File: config.mk
export PLATFORM = sky130hd
export DESIGN_NAME = conv_mac_unit_flat
export DESIGN_NICKNAME = d
export VERILOG_FILES = /design/src/rtl/conv_mac_unit_if.sv /design/src/rtl/conv_mac_unit.sv /design/src/flat_wrapper.sv
export SDC_FILE = /design/constraint.sdc
export NUM_CORES = 1
export LEC_CHECK = 0
export ABC_AREA = 1
export CAP_MARGIN = 0
export CORE_MARGIN = 5
export CORE_UTILIZATION = 28
export DETAILED_ROUTE_END_ITERATION = 12
export PLACE_DENSITY_LB_ADDON = 0.3
export SLEW_MARGIN = 20
export SYNTH_ARGS = -nofsm -noshare
export SYNTH_HDL_FRONTEND = slang
export SYNTH_SLANG_ARGS = --single-unit
export TNS_END_PERCENT = 20
File: constraint.sdc
create_clock -name clk -period 2.7 [get_ports clk]
set_clock_uncertainty 0.1 [all_clocks]
set_input_delay 0.27 -clock clk [delete_from_list [all_inputs] [get_ports clk]]
set_output_delay 0.27 -clock clk [all_outputs]
set_load 0.005 [all_outputs]
File: src/rtl/conv_mac_unit_if.sv
// Strobe, operand, output-memory and status bundle for conv_mac_unit.
interface conv_mac_unit_if #(
    parameter int unsigned DATA_W = 8,
    parameter int unsigned ADDR_W = 16
);
    logic                     en_ctrl;
    logic                     en_mac;
    logic signed [DATA_W-1:0] s_data;
    logic signed [DATA_W-1:0] w_data;
    logic signed [DATA_W-1:0] b_data;
    logic                     en_sat;
    logic                     en_write;
    logic [ADDR_W-1:0]        save_addr;
    logic                     finish;

    logic                     mem_we;
    logic [ADDR_W-1:0]        mem_waddr;
    logic [DATA_W-1:0]        mem_wdata;
    logic                     done;
    logic                     busy;
    logic                     sat_flag;
    logic                     protocol_err;
    logic [15:0]              mac_count;

    // Sequencer side: drives strobes and operands, observes results.
    modport master (
        output en_ctrl, en_mac, s_data, w_data, b_data, en_sat, en_write, save_addr, finish,
        input  mem_we, mem_waddr, mem_wdata, done, busy, sat_flag, protocol_err, mac_count
    );

    // MAC unit side.
    modport slave (
        input  en_ctrl, en_mac, s_data, w_data, b_data, en_sat, en_write, save_addr, finish,
        output mem_we, mem_waddr, mem_wdata, done, busy, sat_flag, protocol_err, mac_count
    );
endinterface

File: src/rtl/conv_mac_unit.sv
// Convolution multiply-accumulate unit: bias init, MAC accumulation,
// rounding shift with saturation, and a single-cycle output-memory write.
module conv_mac_unit #(
    parameter int unsigned DATA_W     = 8,
    parameter int unsigned ACC_W      = 32,
    parameter int unsigned ADDR_W     = 16,
    parameter int unsigned BIAS_SHIFT = 0,
    parameter int unsigned OUT_SHIFT  = 7
) (
    input  logic            clk,
    input  logic            reset,
    conv_mac_unit_if.slave  bus
);

    localparam int unsigned PROD_W = 2 * DATA_W;
    localparam int unsigned CNT_W  = 16;

    localparam logic signed [ACC_W-1:0] ROUND_C = ACC_W'(1) <<< (OUT_SHIFT - 1);
    localparam logic signed [ACC_W-1:0] SAT_MAX = ACC_W'((1 <<< (DATA_W - 1)) - 1);
    localparam logic signed [ACC_W-1:0] SAT_MIN = ~SAT_MAX;
    localparam logic [CNT_W-1:0]        CNT_MAX = '1;

    typedef enum logic [2:0] {
        ST_IDLE,
        ST_ACCUM,
        ST_SATURATE,
        ST_WRITE,
        ST_DONE
    } state_t;

    state_t                   state_q, state_d;
    logic signed [ACC_W-1:0]  acc_q, acc_d;
    logic [DATA_W-1:0]        sat_q, sat_d;
    logic [CNT_W-1:0]         mac_count_q, mac_count_d;
    logic                     mem_we_q, mem_we_d;
    logic [ADDR_W-1:0]        mem_waddr_q, mem_waddr_d;
    logic [DATA_W-1:0]        mem_wdata_q, mem_wdata_d;
    logic                     done_q, done_d;
    logic                     busy_q, busy_d;
    logic                     sat_flag_q, sat_flag_d;
    logic                     protocol_err_q, protocol_err_d;

    logic signed [PROD_W-1:0] prod_c;
    logic signed [ACC_W-1:0]  mac_term_c;
    logic signed [ACC_W-1:0]  bias_c;
    logic signed [ACC_W-1:0]  shifted_c;
    logic                     clip_hi_c;
    logic                     clip_lo_c;
    logic [DATA_W-1:0]        sat_word_c;

    // Signed product, sign-extended bias and the clipped rounding result.
    assign prod_c     = PROD_W'(bus.s_data) * PROD_W'(bus.w_data);
    assign mac_term_c = ACC_W'(prod_c);
    assign bias_c     = ACC_W'(bus.b_data) <<< BIAS_SHIFT;
    assign shifted_c  = acc_q >>> OUT_SHIFT;
    assign clip_hi_c  = shifted_c > SAT_MAX;
    assign clip_lo_c  = shifted_c < SAT_MIN;
    assign sat_word_c = clip_hi_c ? DATA_W'(SAT_MAX) :
                        clip_lo_c ? DATA_W'(SAT_MIN) : DATA_W'(shifted_c);

    // Next-state and datapath: one winning strobe per cycle (finish > write > sat > mac).
    always_comb begin
        state_d        = state_q;
        acc_d          = acc_q;
        sat_d          = sat_q;
        mac_count_d    = mac_count_q;
        mem_we_d       = 1'b0;
        mem_waddr_d    = mem_waddr_q;
        mem_wdata_d    = mem_wdata_q;
        done_d         = 1'b0;
        sat_flag_d     = sat_flag_q;
        protocol_err_d = protocol_err_q;

        if (bus.en_ctrl) begin
            if (state_q == ST_DONE) begin
                state_d = ST_IDLE;
            end

            if (bus.finish) begin
                if (bus.en_write || bus.en_sat || bus.en_mac) begin
                    protocol_err_d = 1'b1;
                end
                if (state_q inside {ST_IDLE, ST_ACCUM, ST_WRITE}) begin
                    state_d = ST_DONE;
                    done_d  = 1'b1;
                end
            end else if (bus.en_write) begin
                if (bus.en_sat || bus.en_mac) begin
                    protocol_err_d = 1'b1;
                end
                if (state_q == ST_SATURATE) begin
                    mem_we_d    = 1'b1;
                    mem_waddr_d = bus.save_addr;
                    mem_wdata_d = sat_q;
                    state_d     = ST_WRITE;
                end else begin
                    protocol_err_d = 1'b1;
                end
            end else if (bus.en_sat) begin
                if (bus.en_mac) begin
                    protocol_err_d = 1'b1;
                end
                if (state_q == ST_ACCUM) begin
                    sat_d   = sat_word_c;
                    state_d = ST_SATURATE;
                    if (clip_hi_c || clip_lo_c) begin
                        sat_flag_d = 1'b1;
                    end
                end else begin
                    protocol_err_d = 1'b1;
                end
            end else if (bus.en_mac) begin
                case (state_q)
                    ST_IDLE, ST_WRITE: begin
                        acc_d       = bias_c + ROUND_C + mac_term_c;
                        mac_count_d = CNT_W'(1);
                        state_d     = ST_ACCUM;
                    end
                    ST_ACCUM: begin
                        acc_d = acc_q + mac_term_c;
                        if (mac_count_q != CNT_MAX) begin
                            mac_count_d = mac_count_q + CNT_W'(1);
                        end
                    end
                    ST_SATURATE: begin
                        protocol_err_d = 1'b1;
                    end
                    default: begin
                    end
                endcase
            end
        end

        busy_d = (state_d != ST_IDLE);
    end

    // State and output registers with asynchronous clear.
    always_ff @(posedge clk or negedge reset) begin
        if (!reset) begin
            state_q        <= ST_IDLE;
            acc_q          <= '0;
            sat_q          <= '0;
            mac_count_q    <= '0;
            mem_we_q       <= 1'b0;
            mem_waddr_q    <= '0;
            mem_wdata_q    <= '0;
            done_q         <= 1'b0;
            busy_q         <= 1'b0;
            sat_flag_q     <= 1'b0;
            protocol_err_q <= 1'b0;
        end else begin
            state_q        <= state_d;
            acc_q          <= acc_d;
            sat_q          <= sat_d;
            mac_count_q    <= mac_count_d;
            mem_we_q       <= mem_we_d;
            mem_waddr_q    <= mem_waddr_d;
            mem_wdata_q    <= mem_wdata_d;
            done_q         <= done_d;
            busy_q         <= busy_d;
            sat_flag_q     <= sat_flag_d;
            protocol_err_q <= protocol_err_d;
        end
    end

    assign bus.mem_we       = mem_we_q;
    assign bus.mem_waddr    = mem_waddr_q;
    assign bus.mem_wdata    = mem_wdata_q;
    assign bus.done         = done_q;
    assign bus.busy         = busy_q;
    assign bus.sat_flag     = sat_flag_q;
    assign bus.protocol_err = protocol_err_q;
    assign bus.mac_count    = mac_count_q;

endmodule
File: src/flat_wrapper.sv
// flat-port wrapper written by rule: the top's interface ports become plain ports
module conv_mac_unit_flat 
#(
    parameter int unsigned DATA_W     = 8,
    parameter int unsigned ACC_W      = 32,
    parameter int unsigned ADDR_W     = 16,
    parameter int unsigned BIAS_SHIFT = 0,
    parameter int unsigned OUT_SHIFT  = 7
)
  (clk, reset, bus_en_ctrl, bus_en_mac, bus_s_data, bus_w_data, bus_b_data, bus_en_sat, bus_en_write, bus_save_addr, bus_finish, bus_mem_we, bus_mem_waddr, bus_mem_wdata, bus_done, bus_busy, bus_sat_flag, bus_protocol_err, bus_mac_count);
  conv_mac_unit_if #(.DATA_W(DATA_W), .ADDR_W(ADDR_W)) bus_i ();
  input  logic clk;
  input  logic reset;
  input wire logic [$bits(bus_i.en_ctrl)-1:0] bus_en_ctrl;
  input wire logic [$bits(bus_i.en_mac)-1:0] bus_en_mac;
  input wire logic [$bits(bus_i.s_data)-1:0] bus_s_data;
  input wire logic [$bits(bus_i.w_data)-1:0] bus_w_data;
  input wire logic [$bits(bus_i.b_data)-1:0] bus_b_data;
  input wire logic [$bits(bus_i.en_sat)-1:0] bus_en_sat;
  input wire logic [$bits(bus_i.en_write)-1:0] bus_en_write;
  input wire logic [$bits(bus_i.save_addr)-1:0] bus_save_addr;
  input wire logic [$bits(bus_i.finish)-1:0] bus_finish;
  output wire logic [$bits(bus_i.mem_we)-1:0] bus_mem_we;
  output wire logic [$bits(bus_i.mem_waddr)-1:0] bus_mem_waddr;
  output wire logic [$bits(bus_i.mem_wdata)-1:0] bus_mem_wdata;
  output wire logic [$bits(bus_i.done)-1:0] bus_done;
  output wire logic [$bits(bus_i.busy)-1:0] bus_busy;
  output wire logic [$bits(bus_i.sat_flag)-1:0] bus_sat_flag;
  output wire logic [$bits(bus_i.protocol_err)-1:0] bus_protocol_err;
  output wire logic [$bits(bus_i.mac_count)-1:0] bus_mac_count;
  assign bus_i.en_ctrl = bus_en_ctrl;
  assign bus_i.en_mac = bus_en_mac;
  assign bus_i.s_data = bus_s_data;
  assign bus_i.w_data = bus_w_data;
  assign bus_i.b_data = bus_b_data;
  assign bus_i.en_sat = bus_en_sat;
  assign bus_i.en_write = bus_en_write;
  assign bus_i.save_addr = bus_save_addr;
  assign bus_i.finish = bus_finish;
  assign bus_mem_we = bus_i.mem_we;
  assign bus_mem_waddr = bus_i.mem_waddr;
  assign bus_mem_wdata = bus_i.mem_wdata;
  assign bus_done = bus_i.done;
  assign bus_busy = bus_i.busy;
  assign bus_sat_flag = bus_i.sat_flag;
  assign bus_protocol_err = bus_i.protocol_err;
  assign bus_mac_count = bus_i.mac_count;
  conv_mac_unit #(.DATA_W(DATA_W), .ACC_W(ACC_W), .ADDR_W(ADDR_W), .BIAS_SHIFT(BIAS_SHIFT), .OUT_SHIFT(OUT_SHIFT)) u_core (.clk(clk), .reset(reset), .bus(bus_i));
endmodule
==> results of run 1 <==
[flip-flops by register name (all words and copies together) (netlist names)]
register and cells:
u_core.bus.busy 1, u_core.bus.mem_we 1, u_core.bus.protocol_err 1, u_core.sat_q 8, u_core.bus.mem_waddr 16, u_core.state_q 3, u_core.bus.sat_flag 1, u_core.bus.mem_wdata 8
u_core.bus.mac_count 16, u_core.acc_q 32, u_core.bus.done 1
[placed cells by master, fill, tap and decap left out, drive strengths merged, types with 2 or more instances in the layout]
master	n
clkbuf	11
o21ai	70
clkinv	5
a21boi	3
buf	252
or2	6
a21oi	106
nand3b	6
o31ai	5
nor3	22
inv	239
xnor2	4
a22oi	10
a31oi	16
nand2	336
a21o	8
ha	92
clkinvlp	2
dfrtp	88
nor4	4
nand3	70
nand4	15
and3	2
nand2b	2
o21bai	6
fa	57
xor2	16
clkdlybuf4s50	74
nor2	121
[path summary, 6_finish.rpt]
kind	start	endpoint	slack, ns	depth (start not counted)
worst max-delay path	bus_w_data[4]	u_core.acc_q[25]	-2.63	30
worst min-delay path	bus_save_addr[7]	u_core.bus.mem_waddr[7]	0.36	3
worst max register to register	u_core.acc_q[0]	u_core.acc_q[24]	0.25	14
worst min register to register	u_core.bus.mem_wdata[7]	u_core.bus.mem_wdata[7]	0.37	2
max in group asynchronous	reset	u_core.bus.done	1.45	3
min in group asynchronous	reset	u_core.bus.mem_waddr[5]	0.37	2
[stage by stage]
stage / util / setup WS [ns]
after floorplan: - / -2.72
after global placement: 0.380 / -3.70
after detailed placement: 0.380 / -3.81
after CTS: 0.414 / -2.64
after global routing: 0.425 / -2.90
final: 0.425 / -2.63
[critical path: cells and delay by family]
kind | cells | cell delay, ns
AND/OR/NAND/NOR | 11 | 1.23
buffers and inverters | 7 | 0.58
adder cells (fa/ha/maj) | 7 | 2.89
AO/OA/AOI/OAI | 5 | 0.57
[cell type report]
class                           count  area, sq um
Timing Repair inverter              1         11.3
Fill cell                        3334        19200
Inverter                          239          920
Sequential cell                    88         2200
Clock inverter                      7         78.8
Timing Repair Buffer              329         2720
Clock buffer                        9          225
Multi-Input combinational cell    984         7500
Tap cell                          448          561
[cells by family after synthesis]
group,count (synthesis),share of synthesized area
AOI/OAI and AO/OA,229,0.136
xor gates and xnor gates,20,0.0185
adders and majority gates,149,0.242
buffers and inverters,270,0.108
DFF,88,0.232
and+or+nand+nor,586,0.264
[per-layer routing]
| layer | vias up | global-route usage |
|---|---|---|
| met5 | - | 0 |
| met4 | 0 | 0.0414 |
| met3 | 38 | 0.0181 |
| met2 | 191 | 0.260 |
| met1 | 4584 | 0.197 |
| li1 | 4931 | - |
[repair_timing]
item | in CTS | in global routing
gates cloned | 1 | 0
resized for setup | 249 | 91
pin swaps | 90 | 67
setup buffers | 13 | 6
hold buffers | 1 | 0
setup endpoints to repair | 30 | 30
endpoints found under the hold margin | 42 | 0
==> metrics.yaml, run 1 <==
grt_pass1_wl_mm: 47.5
antenna_found_initial: 0
yosysMostFrequentCell: "nand2_1"
hold_viol: 0
dp_hpwl_mm: 22.3
drt-met1-wl_mm: 13.1
grt.total_usage: 0.150
yosysTopAreaCell: "dfrtp_1"
numCtsBuffers: 9
drt_iter0_markers: 488
start_util: 0.284
fin_hold_ws_ns: 0.356
grt_overflow: 0
fin_area_sq_mm: 0.0142
ys_types: 45
fin_crit_ns: 5.33
tightest_slew_ns: 0.882
instances_no_fill: 2105
n_antenna_cell: 0
synth_top_area_frac: 0.232
end_kind: "flop"
htreeDepth: 3
rsz0062_at_grt: "true"
placed_area_sq_mm: 0.0127
via_per_inst: 4.63
drc: 0
dieWidth_microns: 194
crit_path_frequent_cell: "nand2_1"
grt_max_degree: 47
ys_seq_area_frac: 0.232
clock_latency_ns: 0.36
num_rows: 67
synth_top_cells_by_area: "dfrtp_1 23%, nand2_1 13%, ha_1 12%"
port_buffers: 91
drive_above_1_share: 0.314
period_share: 1.98
dp_cells: 2069
io_pins: 92
die_height_microns: 194
critical_path_class: "primary input to flop"
startpoint_type: "primary input"
max_stage_delay_ns: 0.64
detail-route-antenna-nets: 0
area_growth_pct: 49.9
final_nets: 1848
outcome: "finished, violations left"
gp_congestion: 0.896
ys_ff_latch: 88
critPathArrivalTime_ns: 5.52
post_drt_wl_per_cell_microns: 13.5
clockRootBuffer: "clkbuf_16"
crit_slowest_cell: "fa_2"
post_synth.cell_area_avg_sq_um: 7.07
routed-via-count: 9744
clockBufferDepth: 2
ys_warn_count: 0
routed-wl-met2_mm: 13.8
synthCells: 1342
dieArea_sq_mm: 0.0377
core_sq_mm: 0.0334
violations: "setup timing"
top_layer_used: "met4"
slew_headroom: 0.411
fmax_ghz: 0.187
maxCapViolations: 0
synth_commonest_cells: "332 x nand2_1, 233 x inv_1, 116 x nor2_1"
synth-main-ff-cell: "dfrtp_1"
dr_wl_met3_mm: 1.03
hp-class: "primary input to flop"
path_max_fanout: 8
synth_nets: 1538
worst_slack_ns: -2.63
dr.pass1.iters: 5
drt_wl_total_mm: 28.5
syn_area_sq_mm: 0.00949
grt_pass1_vias: 9782
maxSlewViolCount: 0
required_ns: 2.89
clock_sinks: 88
synth_edf_count: 0
cts_tree: "done"
fin_setup_tns_ns: -65.85
setup_viol: 29
async_flop_share: 1.00
clkTransAtPathRegs_ns: 0.07
Power of run 1 is left out: the tool's default activity adds up to more than one toggle a clock period on the data nets, which glitch-free logic cannot reach.
==> run 2: changes to the inputs <==
Settings changed: CAP_MARGIN 0 to 40.
==> run 2 against run 1 <==
  * Cell count about the same
  * Hold slack about the same
  * Wire length about the same
  * Largest cell class unchanged
  * First-iteration DRC count increased by 4.3%
  * Die area unchanged
  * Highest routed layer unchanged
  * Worst setup slack improved by 0.0053 ns
  * The flow still finishes with violations (setup timing)
==> metrics.yaml, run 2 (same netlist as run 1, synthesis figures left out) <==
grt_pass1_wl_mm: 47.5  # unchanged
grt_overflow: 0  # unchanged
post_drt_wl_per_cell_microns: 13.5  # about the same
largest_register_ffs: 32  # unchanged
final_nets: 1849  # +0.054%
maxSlewViolCount: 0  # unchanged
period_share: 1.97  # about the same
path_max_fanout: 8  # unchanged
routed-via-count: 9741  # -0.031%
instances_no_fill: 2106  # +0.048%
core_sq_mm: 0.0334  # unchanged
dp_hpwl_mm: 22.3  # unchanged
startpoint_type: "primary input"
clock_latency_ns: 0.36  # about the same
layout_common_cells: "300 x nand2_1, 227 x buf_4, 206 x inv_1"
critPathArrivalTime_ns: 5.52  # about the same
port_buffers: 91  # unchanged
clockRootBuffer: "clkbuf_16"
fin_area_sq_mm: 0.0142  # +0.11%
crit_path_frequent_cell: "nand2_1"
fin_hold_ws_ns: 0.355  # -0.000491 ns
grt_pass1_vias: 9782  # unchanged
crit_family: "adder cells"
via_per_inst: 4.63  # about the same
clkTransAtPathRegs_ns: 0.07  # about the same
start_util: 0.284  # unchanged
layout_commonest_cell: "nand2_1"
io_pins: 92  # unchanged
setup_viol: 29  # unchanged
end_kind: "flop"
slew_headroom: 0.582  # +0.170
htreeDepth: 3  # unchanged
grt_max_degree: 47  # unchanged
worst_slack_ns: -2.63  # +0.00527 ns
regMostFlops: "u_core.acc_q"
required_ns: 2.89  # about the same
hp-class: "primary input to flop"
rsz0062_at_grt: "true"
fill_cells: 3333  # -0.030%
reg2reg_slack_ns: 0.25  # about the same
num_rows: 67  # unchanged
detail-route-antenna-nets: 0  # unchanged
crit_slowest_cell: "fa_2"
max_stage_delay_ns: 0.64  # about the same
outcome: "finished, violations left"
cp.buffers_inverters: 7  # unchanged
clock_sinks: 88  # unchanged
fin_crit_ns: 5.33  # -0.00527 ns
hold_viol: 0  # unchanged
die_height_microns: 194  # unchanged
dr.pass1.iters: 4  # -1
drt_wl_total_mm: 28.5  # about the same
numCtsBuffers: 9  # unchanged
area_growth_pct: 50.1
drt_iter0_markers: 509  # +4.3%
n_antenna_cell: 0  # unchanged
critical_path_class: "primary input to flop"
dpl_worst_slack_ns: -3.81  # unchanged
clockBufferDepth: 2  # unchanged
antenna_found_initial: 0  # unchanged
drive_above_1_share: 0.314  # +0.000414
gp_congestion: 0.896  # unchanged
violations: "setup timing"
dieArea_sq_mm: 0.0377  # unchanged
maxCapViolations: 0  # unchanged
tightest_slew_ns: 0.627  # -0.255 ns
drc: 0  # unchanged
dp_cells: 2069  # unchanged
cts_tree: "done"
placed_area_sq_mm: 0.0127  # unchanged
fmax_ghz: 0.188  # about the same
grt.total_usage: 0.150  # unchanged
dieWidth_microns: 194  # unchanged
## run 2: changes by cell type in the layout (fill, tap and decap cells not counted)
cell | previous run | this run
buf_8 | 2 | 3
## run 2: layout make-up
type / instances / area (sq um) / area share
Multi-Input combinational cell: 984 / 7500 / 0.527
Timing Repair Buffer: 330 / 2730 / 0.192
Sequential cell: 88 / 2200 / 0.155
Inverter: 239 / 920 / 0.0646
Tap cell: 448 / 561 / 0.0394
Clock buffer: 9 / 225 / 0.0158
Clock inverter: 7 / 78.8 / 0.00554
Timing Repair inverter: 1 / 11.3 / 0.000791
## run 2: worst paths after layout
kind	cells past startpoint	end	start
min reg2reg	2	u_core.bus.mem_waddr[8]	u_core.bus.mem_waddr[8]
max reg2reg	14	u_core.acc_q[24]	u_core.acc_q[0]
min in group asynchronous	2	u_core.bus.mem_waddr[5]	reset
max in group asynchronous	3	u_core.bus.done	reset
min	3	u_core.bus.mem_waddr[7]	bus_save_addr[7]
max	30	u_core.acc_q[25]	bus_w_data[4]
## run 2: routing by layer
| metal | wire length (microns) | GRT usage | up-vias | part of all wire |
|---|---|---|---|---|
| met5 | 0 | 0 | - | 0 |
| met4 | 464 | 0.0414 | 0 | 0.016 |
| met3 | 1060 | 0.0181 | 34 | 0.037 |
| met2 | 13900 | 0.260 | 189 | 0.49 |
| met1 | 13000 | 0.197 | 4583 | 0.46 |
| li1 | - | - | 4935 | - |
## run 2: timing repair
action	in CTS	in global routing
gates resized for setup	249	91
endpoints found under the hold margin	42	0
hold buffers	1	0
gates cloned	1	0
setup endpoints to repair	30	30
pin swaps	90	67
buffers inserted	13	6
## run 2: tightest hold or removal path, stage by stage
cell and delay (ns):
clkdlybuf4s50_1 0.40, nand2_1 0.06, nand2_1 0.05
## run 2: stage by stage
| stage | utilization | TNS [ns] |
|---|---|---|
| after global placement | 0.380 | -96.13 |
| after CTS | 0.414 | -67.03 |
| after floorplan | - | -67.96 |
| final | 0.426 | -65.84 |
| after detailed placement | 0.380 | -98.59 |
| after global routing | 0.426 | -73.32 |
Power of run 2 is left out for the same reason.
==> run 3: changes to the inputs <==
Settings changed: ABC_AREA 1 to default.
==> run 3 against run 2 <==
  * Hold slack got worse by 0.0043 ns
  * First-iteration DRC count decreased by 38%
  * The run still ends with setup timing left
  * Die area decreased by 7.5%
==> metrics.yaml, run 3 <==
outcome: "finished, violations left"
violations: "setup timing"
period_share: 2.33  # +0.352
worstHoldPathCells: 3  # unchanged
post_drt_wl_per_cell_microns: 13.4  # -0.58%
yosysTopAreaCell: "dfrtp_1"
grt_pass1_vias: 8082  # -17%
cts_tree: "done"
regMostFlops: "u_core.acc_q"
grt.total_usage: 0.132  # -0.0174
final_nets: 1532  # -17%
largest_register_ffs: 32  # unchanged
port_buffers: 91  # unchanged
worst_slack_ns: -3.58  # -0.952 ns
drc: 0  # unchanged
synthCells: 1028  # -23%
drive_above_1_share: 0.288  # -0.0264
start_util: 0.285  # +0.00118
ys_types: 53  # +18%
hp-class: "primary input to flop"
htreeDepth: 3  # unchanged
layout.area.seq_sq_mm: 0.00220  # unchanged
io_pins: 92  # unchanged
synth-main-ff-cell: "dfrtp_1"
crit_path_frequent_cell: "fa_1"
clock_latency_ns: 0.35  # about the same
rsz0062_at_grt: "true"
startpoint_type: "primary input"
dieArea_sq_mm: 0.0348  # -7.5%
max_stage_delay_ns: 0.50  # -0.14 ns
num_rows: 64  # -4.5%
end_kind: "flop"
clkTransAtPathRegs_ns: 0.07  # about the same
ys_seq_area_frac: 0.252  # +0.0200
maxCapViolations: 0  # unchanged
dp_hpwl_mm: 18.3  # -18%
drt_iter0_markers: 316  # -38%
synth_top_area_frac: 0.252  # +0.0200
layout_commonest_cell: "buf_4"
fmax_ghz: 0.159  # -15%
clockRootBuffer: "clkbuf_16"
clock_sinks: 88  # unchanged
synth_nets: 1224  # -20%
reg2reg_depth: 13  # -1
synth_top_cells_by_area: "dfrtp_1 25%, ha_1 13%, fa_1 13%"
async_flop_share: 1.00  # unchanged
fin_crit_ns: 6.28  # +0.952 ns
fill_cells: 3023  # -9.3%
finish.utilization: 0.419  # -0.00684
critical_path_class: "primary input to flop"
yosysMostFrequentCell: "nand2_1"
crit_slowest_cell: "fa_1"
maxSlewViolCount: 0  # unchanged
detail-route-antenna-nets: 0  # unchanged
n_antenna_cell: 0  # unchanged
placed_area_sq_mm: 0.0117  # -7.8%
post_synth.cell_area_avg_sq_um: 8.50  # +20%
tightest_slew_ns: 0.633  # +0.00610 ns
grt_max_degree: 49  # +4.3%
setup_viol: 29  # unchanged
gp_congestion: 0.831  # -7.3%
numCtsBuffers: 9  # unchanged
required_ns: 2.84  # -0.05 ns
die_height_microns: 187  # -3.8%
fin_area_sq_mm: 0.0128  # -9.8%
layout_common_cells: "227 x buf_4, 145 x nand2_1, 89 x inv_1"
syn_area_sq_mm: 0.00873  # -7.9%
grt_overflow: 0  # unchanged
critPathArrivalTime_ns: 6.42  # +0.90 ns
routed-via-count: 7998  # -18%
dieWidth_microns: 187  # -3.8%
clockBufferDepth: 2  # unchanged
reg2reg_slack_ns: -0.52  # -0.77 ns
multi_input_comb_area_sq_mm: 0.00672  # -10%
core_sq_mm: 0.0307  # -8.3%
antenna_found_initial: 1  # +1
ys_warn_count: 0  # unchanged
ys_ff_latch: 88  # unchanged
grt_pass1_wl_mm: 39.6  # -17%
area_growth_pct: 47.0
path_max_fanout: 5  # -3
synth_edf_count: 0  # unchanged
via_per_inst: 4.60  # -0.45%
hold_viol: 0  # unchanged
slew_headroom: 0.574  # -0.00768
drt_wl_total_mm: 23.4  # -18%
dr.pass1.iters: 5  # +1
synth_commonest_cells: "149 x nand2_1, 105 x inv_1, 92 x ha_1"
[run 3: cell types whose count changed after synthesis, moves of 10 or more]
cell | before | now
nand2_1 | 332 | 149
nor2b_1 | 0 | 20
nand3_1 | 69 | 16
xnor2_1 | 4 | 41
o21a_1 | 0 | 10
o21ai_0 | 65 | 53
inv_1 | 233 | 105
nor2_1 | 116 | 78
and2_1 | 1 | 48
a21oi_1 | 105 | 72
a21o_1 | 8 | 24
[run 3: worst paths after layout]
kind / from / to
worst max-delay path: bus_s_data[0] / u_core.acc_q[29]
worst min register to register: u_core.sat_q[2] / u_core.bus.mem_wdata[2]
worst max register to register: u_core.acc_q[0] / u_core.acc_q[14]
worst min-delay path: bus_save_addr[13] / u_core.bus.mem_waddr[13]
max in group asynchronous: reset / u_core.bus.mem_waddr[14]
min in group asynchronous: reset / u_core.bus.mac_count[11]
[run 3: cell type report]
type / instances / share of cell area
Clock inverter: 7 / 0.00994
Inverter: 106 / 0.0310
Clock buffer: 9 / 0.0175
Timing Repair Buffer: 320 / 0.208
Sequential cell: 88 / 0.171
Multi-Input combinational cell: 811 / 0.523
Tap cell: 396 / 0.0386
[run 3: layer usage]
metal  vias to the layer above  global-route usage  wire length, microns
met5                         -                   0                    20
met4                         2              0.0294                   247
met3                        23              0.0176                   913
met2                       146               0.219                 10900
met1                      3743               0.185                 11300
li1                       4084                   -                     -
[run 3: timing repair]
item,CTS,global route
hold buffers,1,0
resized for setup,162,41
pin swaps,86,42
endpoints found under the hold margin,42,0
setup buffers,25,4
endpoints found under the setup margin,30,30
[run 3: logic make-up (layout without fill, tap and decap cells)]
logic type | after synthesis | after routing | synth area share
AO/OA/AOI/OAI | 217 | 217 | 0.156
AND/OR/NAND/NOR | 373 | 373 | 0.199
buffers and inverters | 129 | 442 | 0.0554
flip-flops | 88 | 88 | 0.252
adder cells (fa/ha/maj) | 149 | 149 | 0.262
multiplexers | 6 | 6 | 0.00731
XOR/XNOR | 66 | 66 | 0.0670
[run 3: worst max-delay path, delay by kind of cell]
family	cells	cell delay (ns)
fa+ha+maj	6	2.46
compound gates	11	2.22
buf+inv	8	0.99
xor+xnor	2	0.27
simple gates	2	0.22
[run 3: per-stage QoR]
stage               hold WS, ns  worst slack (ns)  TNS, ns  cells
floorplan                -0.126             -3.62   -82.55   1028
global placement          0.222             -4.53  -111.21   1692
detailed placement        0.227             -4.56  -112.45   1692
CTS                       0.344             -3.56   -83.39   1734
global route              0.367             -3.87   -89.35   1737
finish                    0.351             -3.58   -82.30   1737
Power of run 3 is left out for the same reason.
==> RTL edit 1, RTL diff (settings of run 1) <==
`DATA_W` is set to 8 in 3 places; all go to 9.
--- a/src/rtl/conv_mac_unit_if.sv
+++ b/src/rtl/conv_mac_unit_if.sv
@@ -2,3 +2,3 @@
 interface conv_mac_unit_if #(
-    parameter int unsigned DATA_W = 8,
+    parameter int unsigned DATA_W = 9,
     parameter int unsigned ADDR_W = 16
--- a/src/rtl/conv_mac_unit.sv
+++ b/src/rtl/conv_mac_unit.sv
@@ -3,3 +3,3 @@
 module conv_mac_unit #(
-    parameter int unsigned DATA_W     = 8,
+    parameter int unsigned DATA_W     = 9,
     parameter int unsigned ACC_W      = 32,
--- a/src/flat_wrapper.sv
+++ b/src/flat_wrapper.sv
@@ -3,3 +3,3 @@
 #(
-    parameter int unsigned DATA_W     = 8,
+    parameter int unsigned DATA_W     = 9,
     parameter int unsigned ACC_W      = 32,
Ports: changed (resized bus_b_data, bus_mem_wdata, bus_s_data and bus_w_data); port bits go from 92 to 96. No check against the original RTL was run, so the function may have changed too.
==> RTL edit 1 against run 1 <==
The run still ends with setup timing left; critical path depth down 1; final area grew 5.7%; worst setup slack got worse by 0.47 ns; die area grew 8.1%; utilization down 1.2 points; area after synthesis grew 8.6%; global-route usage shrank 0.16 points; sequential cell count rose by 2; routed wire length is 7.8% higher; register-to-register slack gained 0.11 ns.
Power is not shown: default switching activity piles up to over one toggle a cycle in this logic, so the estimate is an artifact.
==> RTL edit 1: results (changes against run 1) <==
[layout]
fillCellCount = 3634  ; +9.0%
drive_gt1_share_pct = 30.8  ; -0.57 points
antenna_cells = 0  ; unchanged
largest_reg_flops = 32  ; unchanged
nets = 1916  ; +3.7%
regMostFlops = u_core.acc_q
multiInputGateArea_sq_mm = 0.00821  ; +9.4%

[timing]
setup-violations-final = 29  ; unchanged
timing.final.ws_setup_ns = -3.10  ; -0.467 ns
worst-slew-pin-transition_ns = 0.664  ; -0.218 ns
finalSetupTns_ns = -77.84  ; -11.99 ns

[setup_path]
crit_arrival_ns = 5.99  ; +0.47 ns
worst-path-max-fanout = 6  ; -2
slowest_delay_ns = 0.56  ; -0.08 ns
crit_family = adder cells
critPathSlowestCell = fa_2

[cts]
root_buffer = clkbuf_16
clk_pin_slew_ns = 0.07  ; about the same
cts_made_buffers = 9  ; unchanged
clock_path_buffers = 2  ; unchanged
ctsHtreeMaxLevel = 3  ; unchanged
clk_latency_ns = 0.36  ; about the same

[drt]
met2WireLength_mm = 14.7  ; +6.3%
first_iter_violations = 460  ; -5.7%
top_layer_used = met4
dr.pass1.iters = 5  ; unchanged
vias = 10100  ; +3.3%
wl_met1_mm = 14.6  ; +12%
wire_per_inst_um = 14.2  ; +4.9%
met3_length_um = 903  ; -12%

[outcome]
status = complete, but fails checks
violations = setup timing

[global_routing]
grt_pass1_vias = 10100  ; +2.8%
grt_max_degree = 47  ; unchanged
grt_pass1_wl_mm = 50.6  ; +6.5%
antenna_found_initial = 0  ; unchanged
grt_util_all_layers_pct = 14.8  ; -0.16 points

[yosys]
ys_top_cells_by_count = nand2_1, inv_1, nor2_1, a21oi_1, ha_1
ys_seq_area_share_pct = 21.9  ; -1.3 points
post-synth-top-count-cell = nand2_1
synthFlopType = dfrtp_1
synthArstFlopShare_pct = 100  ; unchanged
syn_nets = 1593  ; +3.6%
synth_cell_type_count = 54  ; +20%
yosys_warnings = 0  ; unchanged
synth_area_leaders = dfrtp_1, fa_1, ha_1

[placed_design]
gp_congestion = 0.926  ; +3.3%
io_buffers = 95  ; +4.4%
dpl_cell_area_sq_mm = 0.0138  ; +8.3%
dp_hpwl_mm = 25.1  ; +12%

[hold_path]
hp-class = primary input to async pin

==> RTL edit 1: logic make-up (layout without fill, tap and decap cells) <==
family          count (synthesis)  count (layout)  share of synthesized area [%]
xor+xnor                       28              28                           2.38
fa+ha+maj                     177             177                           26.8
buf+inv                       247             575                           9.39
compound gates                250             250                           14.0
simple gates                  557             557                           23.8
flops                          90              90                           21.9
mux                            17              17                           1.86
==> RTL edit 1: cell type report <==
type,count,share of cell area (%)
Clock buffer,10,1.59
Clock inverter,6,0.358
Inverter,214,5.48
Multi-Input combinational cell,1029,54.6
Sequential cell,90,15.0
Tap cell,468,3.89
Timing Repair Buffer,345,19.1
==> RTL edit 1: repair_timing <==
action,CTS,global route
pin swaps,73,52
cloned,1,0
hold endpoints to repair,45,0
hold buffers,1,0
resized for setup,179,113
setup buffers,15,6
setup endpoints to repair,30,29
==> RTL edit 1: worst reg2reg max path: cells and delay by family, from the launching register on <==
kind	cells	cell delay (ns)
fa+ha+maj	2	0.64
simple gates	9	1.02
compound gates	1	0.14
flops	1	0.39
==> RTL edit 1: final timing paths <==
path	start	end	slack (ns)	depth (start not counted)
min in group clk	u_core.bus.sat_flag	u_core.bus.sat_flag	0.37	1
max in group asynchronous	reset	u_core.acc_q[30]	1.45	3
worst min register to register	u_core.bus.sat_flag	u_core.bus.sat_flag	0.37	1
worst max-delay path	bus_s_data[0]	u_core.acc_q[19]	-3.10	29
worst min-delay path	reset	u_core.bus.mem_waddr[7]	0.37	2
worst max register to register	u_core.acc_q[0]	u_core.acc_q[24]	0.36	12
==> RTL edit 1: layer usage <==
metal	GRT usage, %	vias up
li1	-	5117
met1	20.6	4759
met2	25.0	160
met3	1.75	27
met4	2.81	0
met5	0	-
==> RTL edit 1: through the flow <==
step	setup WS (ns)	std cells
5_1_grt	-3.37	2162
2_1_floorplan	-3.17	1366
3_3_place_gp	-4.04	2127
4_1_cts	-3.18	2159
6_report	-3.10	2162
3_5_place_dp	-4.13	2127
==> RTL edit 2, RTL diff (flow settings as in run 1) <==
Without the edit above. Take the reset off `mem_waddr_q` and load it in a clocked block of its own.
--- a/src/rtl/conv_mac_unit.sv
+++ b/src/rtl/conv_mac_unit.sv
@@ -144,3 +144,2 @@
             mem_we_q       <= 1'b0;
-            mem_waddr_q    <= '0;
             mem_wdata_q    <= '0;
@@ -156,3 +155,2 @@
             mem_we_q       <= mem_we_d;
-            mem_waddr_q    <= mem_waddr_d;
             mem_wdata_q    <= mem_wdata_d;
@@ -163,2 +161,6 @@
         end
+    end
+
+    always_ff @(posedge clk) begin
+        mem_waddr_q <= mem_waddr_d;
     end
Formal check against the unedited RTL: differs if reset is asserted again (counterexample within 4 cycles, from zero or initial values and one cycle with reset low); with reset held inactive, the same outputs for 4 cycles.
==> RTL edit 2 against run 1 <==
The flow finishes with violations (hold timing, setup timing); final area shrank 2.5%; synthesized cell count shrank 2.6%; routed wire length shrank 2.4%; sequential cell count is the same; utilization shrank 0.97 points; cell count shrank 2.3%; worst setup slack gained 0.018 ns; via count shrank 2.4%; area after synthesis shrank 0.90%; non-clock buffer count shrank 16; die area shrank 0.85%.
Power is left out: the tool's default activity adds up to more than one toggle a clock period on the data nets, which glitch-free logic cannot reach.
==> RTL edit 2: results (changes against run 1) <==
[timing]
timing.final.ws_setup_ns = -2.62  ; +0.0179 ns
whs_ns = -0.0387  ; -0.394 ns
setup-violations-final = 29  ; unchanged
finalSetupTns_ns = -64.92  ; +0.932 ns
hold_viol = 27  ; +27
worst-slew-pin-transition_ns = 0.977  ; +0.0956 ns

[yosys]
ys_seq_area_share_pct = 24.3  ; +1.1 points
synth_area_leaders = dfrtp_1, ha_1, fa_1
synth_cell_type_count = 49  ; +8.9%
synthArstFlopShare_pct = 81.8  ; -18 points

[global_routing]
grt_util_all_layers_pct = 14.7  ; -0.31 points
grt_use_met2_pct = 24.8  ; -1.2 points
grt_pass1_vias = 9472  ; -3.2%
use_met3_pct = 2.07  ; +0.26 points
grt_pass1_wl_mm = 46.0  ; -3.2%

[setup_path]
critPathSlowestCell = fa_1
slowest_delay_ns = 0.55  ; -0.09 ns

[cts]
cts_resized = 213  ; -14%
post-cts-setup-buffers = 7  ; -6

[outcome]
violations = hold timing, setup timing
status = complete, but fails checks

[layout]
final_cells = 2057  ; -2.3%
nets = 1800  ; -2.6%
fillCellCount = 3440  ; +3.2%
drive_gt1_share_pct = 30.1  ; -1.3 points

[drt]
met2WireLength_mm = 13.1  ; -4.9%

[placed_design]
placed_cells = 2030  ; -1.9%
pre_cts_ws_ns = -3.84  ; -0.0298 ns
gp_congestion = 0.885  ; -1.3%

-- RTL edit 2: cell count changes in the layout (fill, tap and decap cells not counted), sizes merged, moves of 3 or more --
cell           run 1  this run
nand3             70        76
o21a               0         3
nand2            336       300
dfrtp             88        72
a21o               8         5
inv              239       249
clkbuf            11        16
edfxtp             0        16
buf              252       235
o21bai             6         3
-- RTL edit 2: logic make-up after synthesis --
group | count (synthesis) | synth area share [%]
AND/OR/NAND/NOR | 553 | 25.2
AO/OA/AOI/OAI | 221 | 13.1
flip-flops | 88 | 24.3
buffers and inverters | 278 | 11.3
adder cells (fa/ha/maj) | 149 | 24.4
XOR/XNOR | 18 | 1.68
-- RTL edit 2: worst max-delay path, delay by kind of cell --
family	cells	cell delay, ns
adders and majority gates	6	2.58
and+or+nand+nor	11	0.94
buffers and inverters	8	0.90
AOI/OAI and AO/OA	5	0.75
-- RTL edit 2: worst paths after layout --
check	start	end	slack, ns	cells past startpoint
max	bus_s_data[7]	u_core.acc_q[29]	-2.62	30
min reg2reg	u_core.bus.mem_wdata[7]	u_core.bus.mem_wdata[7]	0.37	2
max in group asynchronous	reset	u_core.sat_q[3]	1.88	1
min	reset	u_core.bus.mac_count[8]	-0.04	1
max reg2reg	u_core.acc_q[0]	u_core.acc_q[20]	0.23	14
min in group clk	u_core.bus.mem_wdata[7]	u_core.bus.mem_wdata[7]	0.37	2
-- RTL edit 2: layout make-up --
class | instances | area [sq um] | area share [%]
Multi-Input combinational cell | 941 | 7220 | 52.1
Clock buffer | 12 | 236 | 1.71
Sequential cell | 88 | 2280 | 16.5
Timing Repair Buffer | 313 | 2560 | 18.5
Timing Repair inverter | 1 | 11.3 | 0.0812
Tap cell | 448 | 561 | 4.04
Clock inverter | 4 | 22.5 | 0.162
Inverter | 250 | 963 | 6.95
